`src/rtl/calc_pkg.sv`:
```
// Shared types for the calculator operand-entry path: operator codes, entry FSM states and
// the default datapath width.
package calc_pkg;

  localparam int unsigned DefaultDataW = 16;

  typedef logic [2:0] op_t;

  localparam op_t OpNone = 3'b000;
  localparam op_t OpAdd  = 3'b001;
  localparam op_t OpSub  = 3'b010;
  localparam op_t OpMul  = 3'b011;
  localparam op_t OpDiv  = 3'b100;
  localparam op_t OpClr  = 3'b111;

  typedef enum logic [2:0] {
    EnterA,
    EnterB,
    Req,
    Wait,
    Show
  } entry_state_t;

  function automatic logic is_arith(op_t op);
    return (op == OpAdd) || (op == OpSub) || (op == OpMul) || (op == OpDiv);
  endfunction

endpackage

```
`src/rtl/dec_accumulator.sv`:
```
// Signed decimal digit accumulator: magnitude, sign and digit count with range-checked
// digit insertion and a two's-complement view of the value.
module dec_accumulator import calc_pkg::*; #(
  parameter int unsigned DATA_W     = DefaultDataW,
  parameter int unsigned MAX_DIGITS = 5
) (
  input  logic              clk,
  input  logic              rst,
  input  logic              clear,
  input  logic              set_neg,
  input  logic              digit_en,
  input  logic [3:0]        digit,
  output logic              reject,
  output logic              empty,
  output logic              neg,
  output logic [DATA_W-1:0] value
);

  localparam int unsigned AccW  = DATA_W + 1;
  localparam int unsigned ProdW = AccW + 4;
  localparam int unsigned CntW  = $clog2(MAX_DIGITS + 1);

  localparam logic [ProdW-1:0] NegLimit = ProdW'(1) << (DATA_W - 1);
  localparam logic [ProdW-1:0] PosLimit = NegLimit - ProdW'(1);

  logic [AccW-1:0]  acc_q, acc_d, base_acc, neg_acc;
  logic             neg_q, neg_d, base_neg;
  logic [CntW-1:0]  cnt_q, cnt_d, base_cnt;
  logic [ProdW-1:0] new_val;

  // Clear and a digit may arrive together: the digit then starts a fresh number.
  always_comb begin
    base_acc = clear ? '0 : acc_q;
    base_neg = clear ? 1'b0 : neg_q;
    base_cnt = clear ? '0 : cnt_q;
    new_val  = ProdW'(base_acc) * ProdW'(10) + ProdW'(digit);
    reject   = digit_en && ((base_cnt == CntW'(MAX_DIGITS)) ||
                            (new_val > (base_neg ? NegLimit : PosLimit)));
    acc_d    = base_acc;
    neg_d    = base_neg | set_neg;
    cnt_d    = base_cnt;
    if (digit_en && !reject) begin
      acc_d = new_val[AccW-1:0];
      cnt_d = base_cnt + CntW'(1);
    end
  end

  always_ff @(posedge clk) begin
    if (rst) begin
      acc_q <= '0;
      neg_q <= 1'b0;
      cnt_q <= '0;
    end else begin
      acc_q <= acc_d;
      neg_q <= neg_d;
      cnt_q <= cnt_d;
    end
  end

  assign neg_acc = -acc_q;
  assign value   = neg_q ? neg_acc[DATA_W-1:0] : acc_q[DATA_W-1:0];
  assign empty   = (cnt_q == '0);
  assign neg     = neg_q;

endmodule

```
`src/rtl/operand_entry.sv`:
```
// Key-driven operand/operator entry feeding the ALU and display. Define RESULT_CHAIN_EN to let
// an operator pressed while a result is shown reuse that result as operand A.
module operand_entry import calc_pkg::*; #(
  parameter int unsigned DATA_W     = DefaultDataW,
  parameter int unsigned MAX_DIGITS = 5
) (
  input  logic              clk,
  input  logic              RST,
  input  logic              KeyRdy,
  output logic              KeyRd,
  input  logic [3:0]        keypad_input,
  input  logic [2:0]        operator_input,
  input  logic              equal_input,
  output logic              calc_valid,
  input  logic              calc_ready,
  output logic [DATA_W-1:0] operand_a,
  output logic [DATA_W-1:0] operand_b,
  output logic [2:0]        calc_op,
  input  logic              result_valid,
  input  logic [DATA_W-1:0] calc_result,
  input  logic              result_err,
  output logic [DATA_W-1:0] display_value,
  output logic              err_flag,
  output logic              entry_err
);

  entry_state_t      state_q, state_d;
  logic              armed_q, key_rd_q, pend_q;
  op_t               op_key_q;
  logic              eq_key_q;
  logic [3:0]        dig_key_q;
  logic [DATA_W-1:0] opa_q, opa_d, opb_q, opb_d, hold_q, hold_d;
  op_t               cop_q, cop_d;
  logic              err_q, err_d, entry_err_q;

  logic              fetch_ok, key_take, is_op, is_eq, is_dig;
  logic              acc_clear, acc_set_neg, acc_digit_en;
  logic              acc_reject, acc_empty, acc_neg;
  logic [DATA_W-1:0] acc_value;

  dec_accumulator #(
    .DATA_W     (DATA_W),
    .MAX_DIGITS (MAX_DIGITS)
  ) u_acc (
    .clk      (clk),
    .rst      (RST),
    .clear    (acc_clear),
    .set_neg  (acc_set_neg),
    .digit_en (acc_digit_en),
    .digit    (dig_key_q),
    .reject   (acc_reject),
    .empty    (acc_empty),
    .neg      (acc_neg),
    .value    (acc_value)
  );

  // No new fetch while a captured key is still waiting to be processed.
  assign fetch_ok = ((state_q == EnterA) || (state_q == EnterB) || (state_q == Show)) && !pend_q;
  assign key_take = fetch_ok && KeyRdy && armed_q;
  assign is_op    = pend_q && (op_key_q != OpNone);
  assign is_eq    = pend_q && !is_op && eq_key_q;
  assign is_dig   = pend_q && !is_op && !eq_key_q && (dig_key_q <= 4'd9);

  always_comb begin
    state_d      = state_q;
    opa_d        = opa_q;
    opb_d        = opb_q;
    cop_d        = cop_q;
    hold_d       = hold_q;
    err_d        = err_q;
    acc_clear    = 1'b0;
    acc_set_neg  = 1'b0;
    acc_digit_en = 1'b0;
    if (is_op && (op_key_q == OpClr)) begin
      state_d   = EnterA;
      opa_d     = '0;
      opb_d     = '0;
      cop_d     = OpNone;
      hold_d    = '0;
      err_d     = 1'b0;
      acc_clear = 1'b1;
    end else begin
      unique case (state_q)
        EnterA: begin
          if (is_op && is_arith(op_key_q)) begin
            if ((op_key_q == OpSub) && acc_empty && !acc_neg) begin
              acc_set_neg = 1'b1;
            end else if (!acc_empty) begin
              opa_d     = acc_value;
              cop_d     = op_key_q;
              acc_clear = 1'b1;
              state_d   = EnterB;
            end
          end else if (is_dig) begin
            acc_digit_en = 1'b1;
          end
        end
        EnterB: begin
          if (is_op && is_arith(op_key_q)) begin
            if (acc_empty) begin
              if ((op_key_q == OpSub) && !acc_neg) acc_set_neg = 1'b1;
              else                                 cop_d       = op_key_q;
            end
          end else if (is_eq && !acc_empty) begin
            opb_d     = acc_value;
            hold_d    = acc_value;
            acc_clear = 1'b1;
            state_d   = Req;
          end else if (is_dig) begin
            acc_digit_en = 1'b1;
          end
        end
        Req: begin
          if (calc_ready) state_d = Wait;
        end
        Wait: begin
          if (result_valid) begin
            hold_d  = calc_result;
            opa_d   = calc_result;
            err_d   = result_err;
            state_d = Show;
          end
        end
        Show: begin
          if (is_dig) begin
            err_d        = 1'b0;
            acc_clear    = 1'b1;
            acc_digit_en = 1'b1;
            state_d      = EnterA;
          end
`ifdef RESULT_CHAIN_EN
          else if (is_op && is_arith(op_key_q) && !err_q) begin
            cop_d   = op_key_q;
            state_d = EnterB;
          end
`endif
        end
        default: state_d = EnterA;
      endcase
    end
  end

  always_ff @(posedge clk) begin
    if (RST) begin
      state_q     <= EnterA;
      armed_q     <= 1'b1;
      key_rd_q    <= 1'b0;
      pend_q      <= 1'b0;
      op_key_q    <= OpNone;
      eq_key_q    <= 1'b0;
      dig_key_q   <= '0;
      opa_q       <= '0;
      opb_q       <= '0;
      cop_q       <= OpNone;
      hold_q      <= '0;
      err_q       <= 1'b0;
      entry_err_q <= 1'b0;
    end else begin
      state_q     <= state_d;
      key_rd_q    <= key_take;
      pend_q      <= key_take;
      opa_q       <= opa_d;
      opb_q       <= opb_d;
      cop_q       <= cop_d;
      hold_q      <= hold_d;
      err_q       <= err_d;
      entry_err_q <= acc_reject;
      if (key_take) begin
        op_key_q  <= operator_input;
        eq_key_q  <= equal_input;
        dig_key_q <= keypad_input;
        armed_q   <= 1'b0;
      end else if (!KeyRdy) begin
        armed_q <= 1'b1;
      end
    end
  end

  assign KeyRd         = key_rd_q;
  assign calc_valid    = (state_q == Req);
  assign operand_a     = opa_q;
  assign operand_b     = opb_q;
  assign calc_op       = cop_q;
  assign display_value = ((state_q == EnterA) || (state_q == EnterB)) ? acc_value : hold_q;
  assign err_flag      = err_q;
  assign entry_err     = entry_err_q;

endmodule

```
`config.mk`:
```
export PLATFORM = sky130hd
export DESIGN_NAME = operand_entry
export DESIGN_NICKNAME = d
export VERILOG_FILES = /design/src/rtl/calc_pkg.sv /design/src/rtl/dec_accumulator.sv /design/src/rtl/operand_entry.sv
export SDC_FILE = /design/constraint.sdc
export NUM_CORES = 1
export LEC_CHECK = 0
export BUFFER_PORTS_ARGS = -buffer_cell sky130_fd_sc_hd__buf_2
export CAP_MARGIN = 25
export CORE_ASPECT_RATIO = 0.75
export CORE_MARGIN = 2
export CORE_UTILIZATION = 45
export CTS_BUF_LIST = sky130_fd_sc_hd__clkbuf_8 sky130_fd_sc_hd__clkbuf_16
export CTS_CLUSTER_DIAMETER = 80
export DETAILED_ROUTE_END_ITERATION = 8
export HOLD_SLACK_MARGIN = 0.08
export PLACE_DENSITY = 0.65
export SLEW_MARGIN = 40
export SYNTH_ARGS = -nofsm -noshare
export SYNTH_HDL_FRONTEND = slang
export SYNTH_SLANG_ARGS = --single-unit
export TNS_END_PERCENT = 5
```
`constraint.sdc`:
```
create_clock -name clk -period 9.4 [get_ports clk]
set_clock_uncertainty 0.2 [all_clocks]
set_input_delay 1.88 -clock clk [delete_from_list [all_inputs] [get_ports clk]]
set_output_delay 1.88 -clock clk [all_outputs]
set_load 0.02 [all_outputs]
```
---- After elaboration in Yosys (flattened, before gate mapping) ----
Cells that the tools add are included.
operators by class
  add/sub/neg operators ................... 3
  multipliers ............................. 1
  order comparisons ....................... 2
  equality and inequality tests ........... 22
  multiplexer cells ....................... 57
  bitwise gates (word level) .............. 2
  reduce and logical (&&, ||, !) cells .... 42
operators by type and width
  kind                     number
  $mux W16                 9
  $pmux W16 S2             2
  $mux W3                  16
  $mux W17                 2
  $mux W1                  22
  $add A21 B4 Y21          1
  $gt A21 B21 Y1           1
  $mul A17 B3 Y20 const B  1
  $ne A2 B2 Y1 const B     9
  $logic_and A1 B1 Y1      16
  $neg A16 Y16             1
  $pmux W3 S5              1
  $eq A3 B2 Y1 const B     4
  $eq A3 B3 Y1 const B     4
  $reduce_and A8 Y1        1
  $reduce_bool A2 Y1       4
  $reduce_and A7 Y1        1
  $eq A3 B1 Y1 const B     2
  $logic_not A1 Y1         6
  $logic_not A3 Y1         2
  $logic_or A1 B1 Y1       6
  $ne A2 B1 Y1 const B     3
  $pmux W1 S3              2
  $pmux W3 S2              1
  other kinds (10)         12
word-level totals
  register bits after elaboration ......... 87
  input port bits ......................... 30
  output and inout bits ................... 55
  word-level logic and storage cells ...... 144

---- Logic depth before layout (Yosys ltp) ----
  word-level depth ........................ 19
  mapped depth ............................ 31

---- Cells and area by module ----
From an unflattened synthesis, not the netlist that was laid out.
second synthesis, totals
  cell total of the unflattened synthesis .. 718
  area total of the unflattened synthesis .. 6238.5 um^2
modules (own cells, without submodules)
  module           times used  cells an instance  area an instance (um^2)
  operand_entry    1           325                3129.3
  dec_accumulator  1           393                3109.2

---- Worst setup path after synthesis ----
Ideal clock, no wire load.
  path type ............................... register -> register
  start ................................... register op_key_q[2]
  end ..................................... register u_acc.cnt_q[1]
  library setup time ...................... 0.121 ns
  arrival time ............................ 6.241 ns
  path slack .............................. 2.838 ns
  cell stages (with the launch flop) ...... 30
  buffers on the path ..................... 4
  period minus slack after synthesis ...... 6.562 ns
  cells stage by stage .................... dfxtp_1 or3_1 and3_1 clkbuf_1 nand3_1 and3_1 clkbuf_1 clkbuf_1 and3_1 ha_1 inv_1 fa_1 nand2b_1 a211o_1 and2b_1 xor2_1 or3b_4 nor2_1 xnor2_1 ha_1 a21o_1 a21o_1 nor3_1 a31oi_1 a311o_1 a2111oi_1 a21oi_2 a211oi_2 buf_6 mux2_4
between the ends
  word-level cells in the longest chain between the ends .. 19
  elaborated cells on any way between the ends .. 46
ends and longest elaborated chain
  what                    line                                      text
  from (decl)             operand_entry.sv:29                       op_t op_key_q;
  from (signal assigned)  operand_entry.sv:149                      op_key_q <= OpNone;
  from (signal assigned)  operand_entry.sv:169                      op_key_q <= operator_input;
  $reduce_bool A3 Y1      operand_entry.sv:60                       assign is_op = pend_q && (op_key_q != OpNone);
  $logic_and A1 B1 Y1     operand_entry.sv:60
  $logic_not A1 Y1        operand_entry.sv:61, operand_entry.sv:62
  $logic_and A1 B1 Y1     operand_entry.sv:61, operand_entry.sv:62
  $logic_and A1 B1 Y1     operand_entry.sv:61                       assign is_eq = pend_q && !is_op && eq_key_q;
  $logic_and A1 B1 Y1     operand_entry.sv:104                      end else if (is_eq && !acc_empty) begin
  $mux W1                 operand_entry.sv:104
  $mux W1                 operand_entry.sv:99                       if (is_op && is_arith(op_key_q)) begin
  [... 3 more ...]        n/a
  $mul A17 B3 Y20         dec_accumulator.sv:36                     new_val = ProdW'(base_acc) * ProdW'(10) + ProdW'(digit);
  $add A21 B4 Y21         dec_accumulator.sv:36
  $gt A21 B21 Y1          dec_accumulator.sv:38                     (new_val > (base_neg ? NegLimit : PosLimit)));
  $logic_or A1 B1 Y1      dec_accumulator.sv:37                     reject = digit_en && ((base_cnt == CntW'(MAX_DIGITS)) ||
  $logic_and A1 B1 Y1     dec_accumulator.sv:37
  $logic_not A1 Y1        dec_accumulator.sv:42                     if (digit_en && !reject) begin
  $logic_and A1 B1 Y1     dec_accumulator.sv:42
  $mux W3 *               dec_accumulator.sv:42
  to (signal assigned)    dec_accumulator.sv:56                     cnt_q <= cnt_d;
  to (decl)               dec_accumulator.sv:28                     logic [CntW-1:0] cnt_q, cnt_d, base_cnt;
Every way passes the cells marked *; elsewhere a longest branch is shown, timed or not.
A chain may end at the register's enable or synchronous reset.

---- Worst setup path after layout ----
  start ................................... register u_acc.cnt_q[0]
  end ..................................... register u_acc.cnt_q[1]
between the ends
  word-level cells in the longest chain between the ends .. 16
  elaborated cells on any way between the ends .. 30
ends and longest elaborated chain
  what                                                            line                                       text
  $logic_not A3 Y1                                                dec_accumulator.sv:62                      assign empty = (cnt_q == '0);
  $logic_not A1 Y1 / $logic_and A1 B1 Y1 (equally long branches)  operand_entry.sv:104, operand_entry.sv:86
  $logic_and A1 B1 Y1, on equally long branches                   operand_entry.sv:104, operand_entry.sv:86
  $mux W1, on equally long branches                               operand_entry.sv:104, operand_entry.sv:86
  $mux W1, on equally long branches                               operand_entry.sv:99, operand_entry.sv:85
  $pmux W1 S3                                                     operand_entry.sv:83                        unique case (state_q)
  $mux W1                                                         operand_entry.sv:74                        if (is_op && (op_key_q == OpClr)) begin
  $mux W17                                                        dec_accumulator.sv:33                      base_acc = clear ? '0 : acc_q;
  $mul A17 B3 Y20                                                 dec_accumulator.sv:36
  $add A21 B4 Y21                                                 dec_accumulator.sv:36
  $gt A21 B21 Y1                                                  dec_accumulator.sv:38
  $logic_or A1 B1 Y1                                              dec_accumulator.sv:37
  $logic_and A1 B1 Y1                                             dec_accumulator.sv:37
  $logic_not A1 Y1                                                dec_accumulator.sv:42
  $logic_and A1 B1 Y1                                             dec_accumulator.sv:42
  $mux W3 *                                                       dec_accumulator.sv:42
Marks and branches as above.

==> flow_summary.json <==
{
  "status": "completed",
  "critPathRequiredTime_ns": 9.43,
  "grt_max_degree": 56,
  "ant_nets": 0,
  "start_util": 0.455,
  "synth_top_area_share": 0.282,
  "root_buffer": "clkbuf_16",
  "fin_crit_sh": 0.806,
  "tightest_slew_ns": 0.779,
  "whs_path_depth": 2,
  "crit_arrival_ns": 7.61,
  "rsz0062_at_grt": "false",
  "io_pins": 85,
  "coreArea_mm2": 0.0136,
  "clkSinkCount": 87,
  "grt_pass1_vias": 5059,
  "drv_slew": 0,
  "clock.fmax_ghz": 0.132,
  "synth_area_leaders": "dfxtp_1 28%, ha_1 10%, mux2i_1 8.9%, nor2_1 6.7%, a21oi_1 4.6%",
  "ys_warn_count": 0,
  "num_antenna_cells": 0,
  "clock_latency_ns": 0.34,
  "drt_wl_total_mm": 15.3,
  "num_rows": 37,
  "fin_nets": 877,
  "num_vias": 5366,
  "synth_nets": 820,
  "grtUsageTotal": 0.210,
  "numCtsBuffers": 9,
  "syn_area_mm2": 0.00617,
  "holdPathEnd": "hold_q[1]$_SDFFE_PP0P_",
  "wl_per_cell_um": 15.8,
  "place.port_buffers": 84,
  "first_pass_iters": 5,
  "hold_class": "reg -> reg",
  "hpwl_mm": 11.8,
  "htree_levels": 3,
  "layout-drive-gt1-share": 0.169,
  "grt_pass1_wl_mm": 25.4,
  "drc": 0,
  "vdd_drop_max_uv": 97.1,
  "ys_ff_latch": 87,
  "fill_cells": 1236,
  "cts_tree": "built",
  "fin_setup_tns_ns": 0,
  "synth_top_cell_by_area": "dfxtp_1",
  "maxSlewHeadroom": 0.481,
  "yosysSeqAreaShare": 0.282,
  "r2r-end": "u_acc.cnt_q[1]$_SDFF_PP0_",
  "syn_avg_cell_area_um2": 8.36,
  "rr_worst_depth": 27,
  "die_y_um": 105,
  "antenna_found_initial": 0,
  "synthArstFlopShare": 0,
  "end_kind": "register",
  "finalPower_mw": 0.782,
  "dieArea_mm2": 0.0147,
  "synth_edf_count": 0,
  "post_cts_buffers": 0,
  "cp_max_fo": 26,
  "power_leakage_nw": 3.21,
  "synthFlopType": "dfxtp_1",
  "ctsHoldBuffers": 0,
  "utilization": 0.512,
  "path_class": "reg -> reg",
  "regToRegSetupSlack_ns": 1.82,
  "yosysUniqueCellTypes": 75,
  "max-cap-violations": 0,
  "reg2reg_from": "u_acc.cnt_q[0]$_SDFF_PP0_",
  "gp_congestion": 0.874,
  "routed_via_density": 5.52,
  "cts.repair.resized": 0,
  "p_per_area_mw_per_mm2": 113,
  "period_needed_ns": 7.58,
  "area_growth_pct": 12.6,
  "min_from": "hold_q[1]$_SDFFE_PP0P_",
  "yosysMostFrequentCell": "nor2_1",
  "setup_violations": 0,
  "ys_top_cells_by_count": "110 x nor2_1, 87 x dfxtp_1, 57 x a21oi_1",
  "start_kind": "register",
  "die_w_um": 139,
  "first_iter_violations": 362,
  "clk_path_buf_depth": 2,
  "overflow": 0,
  "clkSlewWorstSetupHoldPaths_ns": 0.06,
  "syn_inst": 738,
  "hold_viol_final": 0
}
## power breakdown
part / switching [mW] / total [mW] / internal (mW)
sequential: 0.00575 / 0.378 / 0.373
clock: 0.136 / 0.351 / 0.215
combinational: 0.0313 / 0.0530 / 0.0217
total: 0.173 / 0.782 / 0.609
## cell families (layout without fill, tap and decap cells)
group | count (synthesis) | after routing | synth area share
muxes | 63 | 63 | 0.104
DFF | 87 | 87 | 0.282
xor gates and xnor gates | 39 | 39 | 0.0566
buffers and inverters | 56 | 115 | 0.0422
AOI/OAI and AO/OA | 149 | 149 | 0.165
and+or+nand+nor | 292 | 292 | 0.242
adders and majority gates | 52 | 52 | 0.108
## worst max-delay path, stage by stage, from the launching register on
cell,delay (ns)
dfxtp_1,0.32
nor3_1,0.54
o32ai_1,0.19
nand3b_1,0.13
and3_1,0.64
and2_1,0.33
ha_1,0.15
ha_1,0.21
inv_1,0.07
fa_1,0.39
nand2b_1,0.19
a211o_1,0.32
a21o_2,0.25
xnor2_1,0.24
o2bb2ai_1,0.20
nor2_1,0.13
nor3b_1,0.25
xor2_1,0.26
ha_1,0.29
a21o_1,0.17
nor3_1,0.17
a31oi_1,0.12
a311o_1,0.34
a2111oi_1,0.35
a21oi_2,0.12
a211oi_4,0.22
buf_4,0.33
mux2_4,0.33
## per-stage QoR
stage               setup slack [ns]  hold WS (ns)  area, µm²  std cells
finish                          1.82         0.258       6950        972
CTS                             1.84         0.258       6950        972
floorplan                       2.84         0.237       6170        738
detailed placement              1.86         0.250       6670        959
global route                    1.13         0.281       6950        972
global placement                2.14         0.242       6650        959
## sequential cells by signal, summed over array words and instances (netlist names)
| register | cells |
|---|---|
| hold_q | 16 |
| op_key_q | 3 |
| calc_op | 3 |
| eq_key_q | 1 |
| dig_key_q | 4 |
| u_acc.neg | 1 |
| operand_a | 16 |
| u_acc.acc_q | 17 |
| entry_err | 1 |
| operand_b | 16 |
| err_flag | 1 |
| state_q | 3 |
| armed_q | 1 |
| pend_q | 1 |
| u_acc.cnt_q | 3 |
## layout by cell type (no fill, tap or decap), types with 3 or more instances in the layout
cell	Yosys	final
or2b_1	20	20
buf_4	0	3
nand3b_1	5	5
dfxtp_1	87	87
clkbuf_16	0	9
and2_1	19	19
nor2b_1	6	6
o21ai_0	16	16
xnor2_1	12	12
nand2_1	54	53
o31ai_1	6	6
nand3_1	14	14
mux2i_1	55	55
nor2_1	110	107
nor3_1	7	7
buf_2	2	84
ha_1	50	50
a21oi_1	57	57
o21bai_1	3	3
a21o_1	10	10
and3_1	8	8
nand2b_1	19	18
xor2_1	26	26
mux2_2	7	7
nor3b_1	3	3
a211oi_1	25	25
or3_1	3	3
nand4_1	8	8
inv_1	15	16
## how the worst max path moves through the flow
stage                                   start                        end  slack (ns)  cells after the start
finish              u_acc.cnt_q[0]$_SDFF_PP0_  u_acc.cnt_q[1]$_SDFF_PP0_        1.82                     27
global route        u_acc.cnt_q[0]$_SDFF_PP0_  u_acc.cnt_q[1]$_SDFF_PP0_        1.13                     28
CTS                 u_acc.cnt_q[0]$_SDFF_PP0_  u_acc.cnt_q[1]$_SDFF_PP0_        1.84                     27
detailed placement  u_acc.cnt_q[0]$_SDFF_PP0_  u_acc.cnt_q[1]$_SDFF_PP0_        1.86                     27
global placement    u_acc.cnt_q[0]$_SDFF_PP0_  u_acc.cnt_q[1]$_SDFF_PP0_        2.14                     27
floorplan            op_key_q[2]$_SDFFE_PP0P_  u_acc.cnt_q[1]$_SDFF_PP0_        2.84                     29
## per-layer routing
layer  global-route usage  part of all wire  up-vias
met5                    0                 0        -
met4               0.0462            0.0093        0
met3               0.0463             0.049       12
met2                0.320              0.44      148
met1                0.305              0.50     2495
li1                     -                 -     2711
## final cells by class
| type | count | area, µm² | area share |
|---|---|---|---|
| timing repair buffer | 87 | 443 | 0.0637 |
| tap | 175 | 219 | 0.0315 |
| multi-input combinational | 595 | 4210 | 0.605 |
| sequential | 87 | 1740 | 0.251 |
| clock buffer | 11 | 253 | 0.0364 |
| clock inverter | 2 | 33.8 | 0.00486 |
| inverter | 15 | 56.3 | 0.00810 |
No activity file was read; power rests on OpenSTA's default activity.
